## src/rtl/wbc_irq_pkg.sv

```systemverilog
// rtl/wbc_irq_pkg.sv - shared level encodings, FSM states and BR-vs-PSW compare for wbc_irq_arb
package wbc_irq_pkg;

  localparam logic [1:0] BR4 = 2'd0;
  localparam logic [1:0] BR5 = 2'd1;
  localparam logic [1:0] BR6 = 2'd2;
  localparam logic [1:0] BR7 = 2'd3;

  typedef enum logic [1:0] {
    IDLE,
    GRANT,
    DROP
  } irq_state_t;

  // BRn maps to priority n (4..7); it gets through only when above the processor priority.
  function automatic logic br_eligible(input logic [1:0] lvl, input logic [2:0] psw);
    return ({1'b1, lvl} > psw);
  endfunction

endpackage

```

## src/rtl/wbc_rr_pick.sv

```systemverilog
// rtl/wbc_rr_pick.sv - round-robin first-set finder: first req bit strictly after ptr, wrapping
module wbc_rr_pick #(
  parameter int N  = 4,
  parameter int IW = (N > 1) ? $clog2(N) : 1
) (
  input  logic [N-1:0]  req,
  input  logic [IW-1:0] ptr,
  output logic          found,
  output logic [IW-1:0] idx
);

  logic [IW:0] pos;

  // k = N wraps back onto ptr itself, so a lone requester at ptr is still found.
  always_comb begin
    found = 1'b0;
    idx   = '0;
    pos   = '0;
    for (int k = 1; k <= N; k++) begin
      pos = {1'b0, ptr} + (IW+1)'(k);
      if (pos >= (IW+1)'(N)) begin
        pos = pos - (IW+1)'(N);
      end
      if (!found && req[pos[IW-1:0]]) begin
        found = 1'b1;
        idx   = pos[IW-1:0];
      end
    end
  end

endmodule

```

## src/rtl/wbc_irq_arb.sv

```systemverilog
// rtl/wbc_irq_arb.sv - BR4..BR7 priority/round-robin request scheduler in front of the vectored interrupt controller
// Optional grant watchdog and timeout_o port: define WBC_IRQ_ARB_WDOG_EN.
module wbc_irq_arb
  import wbc_irq_pkg::*;
#(
  parameter int             N         = 4,
  parameter logic [2*N-1:0] LEVELS    = '0,
  parameter logic [N-1:0]   EDGE_MASK = '0
`ifdef WBC_IRQ_ARB_WDOG_EN
  , parameter int           TIMEOUT   = 255
`endif
) (
  input  logic         wb_clk_i,
  input  logic         wb_rst_i,
  input  logic [2:0]   psw_pri,
  input  logic [N-1:0] dev_req,
  output logic [N-1:0] dev_ack,
  output logic [N-1:0] vic_req,
  input  logic [N-1:0] vic_ack,
  output logic         busy_o
`ifdef WBC_IRQ_ARB_WDOG_EN
  , output logic       timeout_o
`endif
);

  localparam int IW = (N > 1) ? $clog2(N) : 1;

  irq_state_t    state_q, state_d;
  logic [N-1:0]  pending_q, pending_d;
  logic [N-1:0]  req_hist_q, req_hist_d;
  logic [N-1:0]  vic_req_q, vic_req_d;
  logic [N-1:0]  dev_ack_q, dev_ack_d;
  logic [IW-1:0] rr_ptr_q, rr_ptr_d;
  logic [IW-1:0] gnt_q, gnt_d;

  logic [N-1:0]  req, elig;
  logic [N-1:0]  lvl_req [4];
  logic [3:0]    lvl_found;
  logic [IW-1:0] lvl_idx [4];
  logic          pick_valid;
  logic [IW-1:0] pick_idx;

`ifdef WBC_IRQ_ARB_WDOG_EN
  localparam int WW = $clog2(TIMEOUT + 1);
  logic [WW-1:0] wdog_q, wdog_d;
  logic          timeout_q, timeout_d;
`endif

  always_comb begin
    req  = '0;
    elig = '0;
    for (int i = 0; i < N; i++) begin
      req[i]  = EDGE_MASK[i] ? pending_q[i] : dev_req[i];
      elig[i] = req[i] & br_eligible(LEVELS[2*i +: 2], psw_pri);
    end
  end

  always_comb begin
    for (int l = 0; l < 4; l++) begin
      lvl_req[l] = '0;
      for (int i = 0; i < N; i++) begin
        lvl_req[l][i] = elig[i] & (LEVELS[2*i +: 2] == 2'(l));
      end
    end
  end

  for (genvar l = 0; l < 4; l++) begin : g_lvl
    wbc_rr_pick #(.N(N), .IW(IW)) u_pick (
      .req   (lvl_req[l]),
      .ptr   (rr_ptr_q),
      .found (lvl_found[l]),
      .idx   (lvl_idx[l])
    );
  end

  // Ascending scan so the highest populated level overrides lower ones.
  always_comb begin
    pick_valid = 1'b0;
    pick_idx   = '0;
    for (int l = 0; l < 4; l++) begin
      if (lvl_found[l]) begin
        pick_valid = 1'b1;
        pick_idx   = lvl_idx[l];
      end
    end
  end

  always_comb begin
    state_d   = state_q;
    gnt_d     = gnt_q;
    vic_req_d = vic_req_q;
    dev_ack_d = '0;
    rr_ptr_d  = rr_ptr_q;
`ifdef WBC_IRQ_ARB_WDOG_EN
    wdog_d    = wdog_q;
    timeout_d = 1'b0;
`endif
    case (state_q)
      IDLE: begin
        vic_req_d = '0;
        if (pick_valid) begin
          gnt_d               = pick_idx;
          vic_req_d[pick_idx] = 1'b1;
          state_d             = GRANT;
`ifdef WBC_IRQ_ARB_WDOG_EN
          wdog_d              = '0;
`endif
        end
      end
      GRANT: begin
        if (vic_ack[gnt_q]) begin
          dev_ack_d[gnt_q] = 1'b1;
          rr_ptr_d         = gnt_q;
          vic_req_d        = '0;
          state_d          = DROP;
        end else if (!elig[gnt_q]) begin
          vic_req_d = '0;
          state_d   = IDLE;
        end
`ifdef WBC_IRQ_ARB_WDOG_EN
        else if (wdog_q == WW'(TIMEOUT - 1)) begin
          vic_req_d = '0;
          timeout_d = 1'b1;
          rr_ptr_d  = gnt_q;
          state_d   = DROP;
        end else begin
          wdog_d = wdog_q + WW'(1);
        end
`endif
      end
      DROP: begin
        vic_req_d = '0;
        state_d   = IDLE;
      end
      default: begin
        vic_req_d = '0;
        state_d   = IDLE;
      end
    endcase
  end

  // A fresh edge landing on the acknowledge clock must survive the clear.
  always_comb begin
    req_hist_d = dev_req;
    pending_d  = EDGE_MASK & ((dev_req & ~req_hist_q) | (pending_q & ~dev_ack_d));
  end

  always_ff @(posedge wb_clk_i or posedge wb_rst_i) begin
    if (wb_rst_i) begin
      state_q    <= IDLE;
      pending_q  <= '0;
      req_hist_q <= '0;
      vic_req_q  <= '0;
      dev_ack_q  <= '0;
      rr_ptr_q   <= '0;
      gnt_q      <= '0;
`ifdef WBC_IRQ_ARB_WDOG_EN
      wdog_q     <= '0;
      timeout_q  <= 1'b0;
`endif
    end else begin
      state_q    <= state_d;
      pending_q  <= pending_d;
      req_hist_q <= req_hist_d;
      vic_req_q  <= vic_req_d;
      dev_ack_q  <= dev_ack_d;
      rr_ptr_q   <= rr_ptr_d;
      gnt_q      <= gnt_d;
`ifdef WBC_IRQ_ARB_WDOG_EN
      wdog_q     <= wdog_d;
      timeout_q  <= timeout_d;
`endif
    end
  end

  assign vic_req = vic_req_q;
  assign dev_ack = dev_ack_q;
  assign busy_o  = (state_q != IDLE);
`ifdef WBC_IRQ_ARB_WDOG_EN
  assign timeout_o = timeout_q;
`endif

endmodule
```

## config.mk

```make
export PLATFORM = sky130hd
export DESIGN_NAME = wbc_irq_arb
export DESIGN_NICKNAME = d
export VERILOG_FILES = /design/src/rtl/wbc_irq_pkg.sv /design/src/rtl/wbc_rr_pick.sv /design/src/rtl/wbc_irq_arb.sv
export SDC_FILE = /design/constraint.sdc
export NUM_CORES = 1
export LEC_CHECK = 0
export CELL_PAD_IN_SITES_DETAIL_PLACEMENT = 1
export CELL_PAD_IN_SITES_GLOBAL_PLACEMENT = 2
export CORE_ASPECT_RATIO = 0.8
export CORE_MARGIN = 2
export CORE_UTILIZATION = 29
export DETAILED_ROUTE_END_ITERATION = 8
export GPL_TIMING_DRIVEN = 0
export HOLD_SLACK_MARGIN = 0.03
export PLACE_DENSITY_LB_ADDON = 0.05
export SLEW_MARGIN = 0
export SYNTH_ARGS = -nofsm -noshare
export SYNTH_HDL_FRONTEND = slang
export SYNTH_HIERARCHICAL = 1
export SYNTH_SLANG_ARGS = --single-unit
```

## constraint.sdc

```tcl
create_clock -name wb_clk_i -period 2.45 [get_ports wb_clk_i]
set_input_delay 0.49 -clock wb_clk_i [delete_from_list [all_inputs] [get_ports wb_clk_i]]
set_output_delay 0.49 -clock wb_clk_i [all_outputs]
set_load 0.05 [all_outputs]
```

==> results of run 1 <==
## flip-flops by register name, indices dropped and copies added (netlist names)
signal,count
vic_req,4
rr_ptr_q,2
state_q,2
dev_ack,4
gnt_q,2
## worst max-delay path, cell delays in order
cell and delay, ps:
clkdlybuf4s50_1 490, nor2b_1 290, and2b_1 200, a21oi_2 40, o221ai_2 190, nand3b_1 110
a211o_1 310, nand2b_1 140, a21boi_0 190
## cell type report
cell class	instances	area share, %
Clock buffer	4	3.667
Multi-Input combinational cell	135	53.08
Timing Repair Buffer	19	12.67
Inverter	15	3.750
Tap cell	42	3.500
Sequential cell	14	23.33
## path summary, 6_finish.rpt
check	slack, ps	endpoint	from
max	180	gnt_q[0]	psw_pri[2]
min	530	vic_req[2]	vic_req[2]
max reg2reg	360	gnt_q[0]	rr_ptr_q[1]
min reg2reg	530	vic_req[2]	vic_req[2]
max in group asynchronous	1500	state_q[0]	wb_rst_i
min in group asynchronous	590	rr_ptr_q[0]	wb_rst_i
## per-layer routing
| metal | track usage [%] | vias to the layer above | share of wire [%] |
|---|---|---|---|
| met2 | 27.24 | 16 | 48 |
| met1 | 20.00 | 495 | 48 |
| met4 | 2.426 | 0 | 0.43 |
| met5 | 0 | - | 0 |
| li1 | - | 527 | - |
| met3 | 3.887 | 2 | 3.5 |
## power by group
group	switching [mW]	internal (mW)	total (mW)
registers	0.142	0.316	0.458
clock network	0.0895	0.143	0.232
logic	0.458	0.312	0.769
total	0.689	0.770	1.46
## cells in the final DEF, fill, tap and decap left out
cell	instances
a211o_1	1
a211oi_1	1
a21boi_0	1
a21oi_1	10
a21oi_2	4
a22o_1	1
a22oi_1	1
a311o_1	1
a31oi_1	4
and2b_1	4
clkbuf_8	4
clkdlybuf4s50_1	19
conb_1	42
dfrtp_1	14
inv_1	15
mux2i_1	4
mux4_2	1
nand2_1	9
nand2b_1	13
nand3_1	2
nand3b_1	2
nor2_1	9
nor2b_1	4
nor2b_2	1
nor3_1	4
nor3b_1	1
o21ai_0	4
o21ai_1	1
o221ai_2	4
o22ai_1	2
o311ai_0	1
o32ai_1	2
o41ai_4	1
## cells in the mapped netlist
master    count  area [um2]
a211o_1       1       8.760
a211oi_1      1       7.510
a21boi_0      1       7.510
a21oi_1      10       50.05
a21oi_2       4       35.03
a22o_1        1       8.760
a22oi_1       1       7.510
a311o_1       1       10.01
a31oi_1       4       25.02
and2b_1       4       30.03
conb_1        1       3.750
dfrtp_1      14       350.3
inv_1        15       56.30
mux2i_1       4       40.04
mux4_2        1       22.52
nand2_1       9       33.78
nand2b_1     13       81.33
nand3_1       2       10.01
nand3b_1      2       15.01
nor2_1        9       33.78
nor2b_1       5       31.28
nor3_1        4       20.02
nor3b_1       1       7.510
o21ai_0       5       25.02
o221ai_2      4       60.06
o22ai_1       2       12.51
o311ai_0      1       8.760
o32ai_1       2       17.52
o41ai_2       1       16.27
## cell families after synthesis
| kind of cell | count (synthesis) | share of synthesized area [%] |
|---|---|---|
| AO/OA/AOI/OAI | 39 | 28.99 |
| buffers and inverters | 15 | 5.434 |
| flip-flops | 14 | 33.82 |
| multiplexers | 5 | 6.039 |
| other | 1 | 0.3620 |
| AND/OR/NAND/NOR | 49 | 25.36 |
==> results.yml, run 1 <==
status:
  status: "finished clean"
grt:
  grt-ovfl-total: 0
  grt_usage_pct: 15.59
  grt_pass1_wl_um: 5092
  grt_antenna_before_repair: 0
  grt_max_degree: 26
  grt_pass1_vias: 1131
power:
  power.density_nw_per_um2: 971.9
  power.total_mw: 1.459
  ir_drop_uv: 462.8
  leakagePower_nw: 0.7006
clock_tree:
  cts_tree: "done"
  cts_hold_buf: 0
  cts.sinks: 14
  clkTransAtPathRegs_ps: 60
  post_cts_buffers: 0
  cts_inserted_buffers: 3
  htreeDepth: 1
  clockRootBuffer: "clkbuf_8"
  cts_resized: 0
  clkLatencyLatePin_ps: 250
  cts_max_path_buffers: 2
cells_and_area:
  fin_cells: 229
  regArea_um2: 350.3
  design_area_um2: 1501
  finish.utilization_pct: 43.86
  final_nets: 201
  areaGrowthSynthToFinish_pct: 44.93
  multi_input_area_um2: 797.0
  fill_cells: 438
  drive_gt1_share_pct: 8.021
  antenna_cells: 0
job:
  cap_violations: 0
sta:
  setup-tns-final_ps: 0
  hold_slack_ps: 526.6
  drv_slew: 0
  period_needed_ps: 2274
  fin_crit_sh_pct: 92.81
  layout_setup_ws_ps: 176.2
  setup_viol: 0
  slew_headroom_pct: 52.56
  worst_pin_slew_ps: 711.6
  skew_ps: 3.885
  fmax_mhz: 439.8
  finalHoldViolCount: 0
  rsz0062_at_grt: "false"
die:
  fp-row-count: 19
  pin_count: 22
  die_width_um: 70.83
  die_area_um2: 4070
  die_h_um: 57.46
  start_util_pct: 30.26
  fp.coreArea_um2: 3423
logic_synthesis:
  ys_types: 29
  synthesis.area_um2: 1036
  yosysSeqAreaShare_pct: 33.82
  synthCells: 123
  ys_ff_latch: 14
  ys_warn_count: 6
  syn_area_per_cell_um2: 8.423
place:
  dp_cells: 225
  hpwl_um: 2182
  port_buffers: 19
  place_ws_ps: -80.62
  gp_congestion: 0.8082
  placed_area_um2: 1433
worst_hold_path:
  hold_class: "reg -> reg"
  holdPathStages: 2
critical_path:
  cp-end-kind: "flip-flop"
  cp-start-kind: "primary input"
  rr_worst_depth: 7
  crit_type: "in -> reg"
  arrival_ps: 2440
  crit_fanout: 5
  cp.required_ps: 2620
route:
  ant_nets: 0
  drt-wirelength-per-cell_um: 12.14
  dr.pass1.iters: 4
  route.detailed.drc: 0
  vias_per_cell: 4.541
  routed_wl_um: 2780
  vias: 1040
  drt-initial-drc-count: 48
(Power assumes the default switching activity.)
==> inputs of run 2 (changes only) <==
--- a/config.mk
+++ b/config.mk
@@ -7,7 +7,6 @@
 export LEC_CHECK = 0
 export CELL_PAD_IN_SITES_DETAIL_PLACEMENT = 1
 export CELL_PAD_IN_SITES_GLOBAL_PLACEMENT = 2
-export CORE_ASPECT_RATIO = 0.8
 export CORE_MARGIN = 2
 export CORE_UTILIZATION = 29
 export DETAILED_ROUTE_END_ITERATION = 8
==> results.yml, run 2 (synthesis gave the netlist of run 1 again) <==
status:
  status: "finished clean"
die:
  die_h_um: 63.77
  die_width_um: 63.77
  fp.coreArea_um2: 3390
  die_area_um2: 4067
  start_util_pct: 30.56
  fp-row-count: 21
  pin_count: 22
cells_and_area:
  design_area_um2: 1474
  areaGrowthSynthToFinish_pct: 42.27
  final_nets: 201
  antenna_cells: 0
  drive_gt1_share_pct: 7.487
  final_cell_mix: "conb_1 (42), clkdlybuf4s50_1 (19), inv_1 (15), dfrtp_1 (14), nand2b_1 (13)"
  mostFrequentLayoutCell: "conb_1"
clock_tree:
  htreeDepth: 1
  post_cts_buffers: 0
  clockRootBuffer: "clkbuf_4"
  cts_tree: "done"
  cts_resized: 0
  cts.sinks: 14
  cts_max_path_buffers: 2
  clkLatencyLatePin_ps: 280
  cts_hold_buf: 0
  cts_inserted_buffers: 3
  clkTransAtPathRegs_ps: 80
critical_path:
  arrival_ps: 2360
  cp-end-kind: "flip-flop"
  crit_type: "in -> reg"
  crit_fanout: 5
  cp.required_ps: 2660
  cp-start-kind: "primary input"
place:
  gp_congestion: 0.6756
  port_buffers: 19
  placed_area_um2: 1438
  hpwl_um: 2089
grt:
  grt_max_degree: 26
  grt_antenna_before_repair: 0
  grt-ovfl-total: 0
  grt_pass1_vias: 1168
  grt_pass1_wl_um: 4864
  grt_usage_pct: 15.00
sta:
  fmax_mhz: 463.3
  hold_slack_ps: 529.4
  fin_crit_sh_pct: 88.11
  slew_headroom_pct: 47.53
  period_needed_ps: 2159
  rsz0062_at_grt: "false"
  setup_viol: 0
  finalHoldViolCount: 0
  worst_pin_slew_ps: 787.0
  drv_slew: 0
  skew_ps: 3.237
power:
  power.density_nw_per_um2: 924.7
  leakagePower_nw: 0.6796
  ir_drop_uv: 393.2
route:
  drt-wirelength-per-cell_um: 11.13
  dr.pass1.iters: 2
  vias_per_cell: 4.472
  drt-initial-drc-count: 20
  vias: 1042
  routed_wl_um: 2594
  route.detailed.drc: 0
  ant_nets: 0
worst_hold_path:
  hold_class: "reg -> reg"
job:
  cap_violations: 0
[run 2: cell counts in the layout (fill, tap and decap cells not counted)]
Identical to the previous run, type by type.
[run 2: layer usage]
| layer | GRT usage (%) | wire length (um) |
|---|---|---|
| met1 | 16.46 | 1100 |
| met2 | 29.08 | 1384 |
| met3 | 3.345 | 83 |
| met4 | 3.261 | 25 |
| met5 | 0 | 0 |
[run 2: layout make-up]
| class | count | area (um2) |
|---|---|---|
| Sequential cell | 14 | 350.3 |
| Clock buffer | 4 | 36.28 |
| Fill cell | 440 | 1916 |
| Tap cell | 46 | 57.56 |
| Timing Repair Buffer | 19 | 190.2 |
| Inverter | 15 | 56.30 |
| Multi-Input combinational cell | 135 | 783.3 |
[run 2: report_power, final]
group / leakage (nW) / switching (mW) / internal (mW)
clock: 0.0210 / 0.0765 / 0.0905
sequential: 0.182 / 0.148 / 0.315
combinational: 0.477 / 0.430 / 0.302
total: 0.680 / 0.655 / 0.708
[run 2: final timing paths]
kind | from | to | slack, ps | cells after the start
max | psw_pri[2] | gnt_q[0] | 290 | 8
min | vic_req[3] | vic_req[3] | 530 | 2
max reg2reg | rr_ptr_q[1] | gnt_q[0] | 350 | 7
min reg2reg | vic_req[3] | vic_req[3] | 530 | 2
max in group asynchronous | wb_rst_i | gnt_q[0] | 1560 | 2
min in group asynchronous | wb_rst_i | dev_ack[3] | 540 | 2
[run 2: metrics by stage]
step / util [%] / cells / worst slack [ps] / power, mW / TNS (ps)
6_report: 43.48 / 233 / 291.3 / 1.363 / 0
5_1_grt: 43.48 / 233 / 65.75 / 1.496 / 0
4_1_cts: 43.48 / 233 / 270.6 / 1.375 / 0
3_5_place_dp: 42.41 / 229 / -46.05 / 1.200 / -46.05
3_3_place_gp: 42.41 / 229 / 19.43 / 1.178 / 0
2_1_floorplan: - / 164 / 702.5 / 0.9722 / 0
[run 2: critical path, cell delays in order]
cell	delay (ps)
clkdlybuf4s50_1	470
nor2b_1	340
mux2i_1	150
o221ai_2	200
nand3b_1	100
a211o_1	300
nand2b_1	130
a21boi_0	170
==> edit (settings of run 1) <==
Encoding of `irq_state_t`: now one-hot (3 bits for 3 states).
--- a/src/rtl/wbc_irq_pkg.sv
+++ b/src/rtl/wbc_irq_pkg.sv
@@ -6,10 +6,10 @@
   localparam logic [1:0] BR6 = 2'd2;
   localparam logic [1:0] BR7 = 2'd3;
 
-  typedef enum logic [1:0] {
-    IDLE,
-    GRANT,
-    DROP
+  typedef enum logic [2:0] {
+    IDLE  = 3'b001,
+    GRANT = 3'b010,
+    DROP  = 3'b100
   } irq_state_t;
 
   // BRn maps to priority n (4..7); it gets through only when above the processor priority.
Function: same outputs for any inputs over 10 cycles, from zero or initial values and one cycle with wb_rst_i high; not proved beyond that.
==> edit against run 1 <==
- cell area up 9.7%
- synthesized cell count up 7.3%
- count of clock-buffer cells in the layout down 1
- worst setup slack worse by 0.073 ns
- critical endpoint is now busy_o
- total power up 2.9%
- via count up 4.8%
- sequential cell count up 1
- combinational power up 4.8%
- synthesized area up 14%
- wire length up 4.5%
- final cell count up 9.6%
- fmax down 3.1%
- global-route usage down 0.88 points
==> edit: results <==
[sta]
clock_skew_ns = 0.00422
worst_pin_slew_ns = 0.746

[synthesis]
synthMuxAreaShare_pct = 7.65
ys_seq_area_share_pct = 32.0
synth_area_leaders = "dfrtp_1 30%, nand2b_1 6.9%, mux2i_1 5.1%"
synth-compound-area-share_pct = 24.9
postSynthAreaPerCell_um2 = 8.92

[power]
vdd_ir_drop_max_mv = 0.537
p_int_w = 0.000823
p_leak_nw = 0.750

[setup_path]
rrSetupSlack_ns = 0.38
cp_max_fo = 3
cpLargestDelayFamily = "buffers and inverters"
max_stage_delay_ns = 0.70
arrival_ns = 1.86
r2r_end = "vic_req[2]"

[placed_design]
place_inst = 247
pre_cts_slack_ns = -0.0994
dpl-instance-area_um2 = 1590

[min_path]
holdCritStartpoint = "vic_req[1]"

[global_routing]
track_usage_pct = 14.7
met2_usage_pct = 25.3
first_global_vias = 1172

[detailed_routing]
vias = 1090
drtIter0Drc = 25
first_pass_iters = 2

[finish]
fin_nets = 210
multi_input_area_um2 = 918
drive_gt1_share_pct = 16.3
n_fill_cell = 487

[status]
outcome = "complete, no violations"
-- edit: cell types whose count changed after synthesis, moves of 2 or more --
cell              run 1  this run
a32o_2                0         2
and2_2                0         2
inv_1                15         6
mux2_4                0         2
mux2i_1               4         6
nor2_1                9        13
nor3_1                4         1
o21a_1                0         2
o21ai_0               5         2
o21ai_1               0         2
o22ai_1               2         0
o2bb2ai_1             0         2
o32ai_1               2         0
-- edit: metal layers --
| metal | up-vias | share of wire [%] |
|---|---|---|
| li1 | 556 | - |
| met1 | 511 | 50 |
| met2 | 19 | 45 |
| met3 | 4 | 3.9 |
| met4 | 0 | 0.79 |
| met5 | - | 0 |
-- edit: repair_timing --
item                                    in CTS  in global routing
setup buffers                                0                  0
resized for setup                            0                  2
endpoints found under the setup margin       0                  5
-- edit: cell type report --
type | count | area share [%]
Multi-Input combinational cell | 149 | 55.8
Inverter | 8 | 1.98
Clock buffer | 3 | 2.51
Buffer | 1 | 0.684
Sequential cell | 15 | 22.9
Clock inverter | 1 | 0.456
Tap cell | 55 | 4.18
Timing Repair Buffer | 19 | 11.6
-- edit: worst register-to-register path: cells and delay by family (launching register included) --
family,cells,cell delay (ns)
simple gates,2,0.30
compound gates,5,0.85
flops,1,0.83
-- edit: kinds of logic after synthesis --
family / Yosys count
AOI/OAI and AO/OA: 37
buffers and inverters: 9
DFF: 15
muxes: 8
other: 1
and+or+nand+nor: 62
-- edit: worst max path at each step --
stage	start	end	slack (ns)	depth (start not counted)
2_1_floorplan	dev_req[3]	vic_req[2]	0.71	8
5_1_grt	state_q[0]	busy_o	0.04	3
6_report	state_q[0]	busy_o	0.10	3
4_1_cts	state_q[0]	busy_o	0.1	3
3_3_place_gp	psw_pri[2]	vic_req[2]	-0.07	9
3_5_place_dp	psw_pri[2]	vic_req[0]	-0.1	9
-- edit: through the flow --
| step | total power, W | setup TNS, ns |
|---|---|---|
| 2_1_floorplan | 0.00108 | 0 |
| 6_report | 0.00150 | 0 |
| 5_1_grt | 0.00164 | 0 |
| 3_5_place_dp | 0.00128 | -0.374 |
| 4_1_cts | 0.00150 | 0 |
| 3_3_place_gp | 0.00126 | -0.203 |
-- edit: power by group through the flow --
stage               clock network [W]  logic [W]  registers (W)
CTS                          0.000218   0.000792       0.000491
floorplan                           0   0.000529       0.000546
detailed placement                  0   0.000790       0.000493
finish                       0.000209   0.000806       0.000486
global route                 0.000229   0.000894       0.000515
global placement                    0   0.000777       0.000485
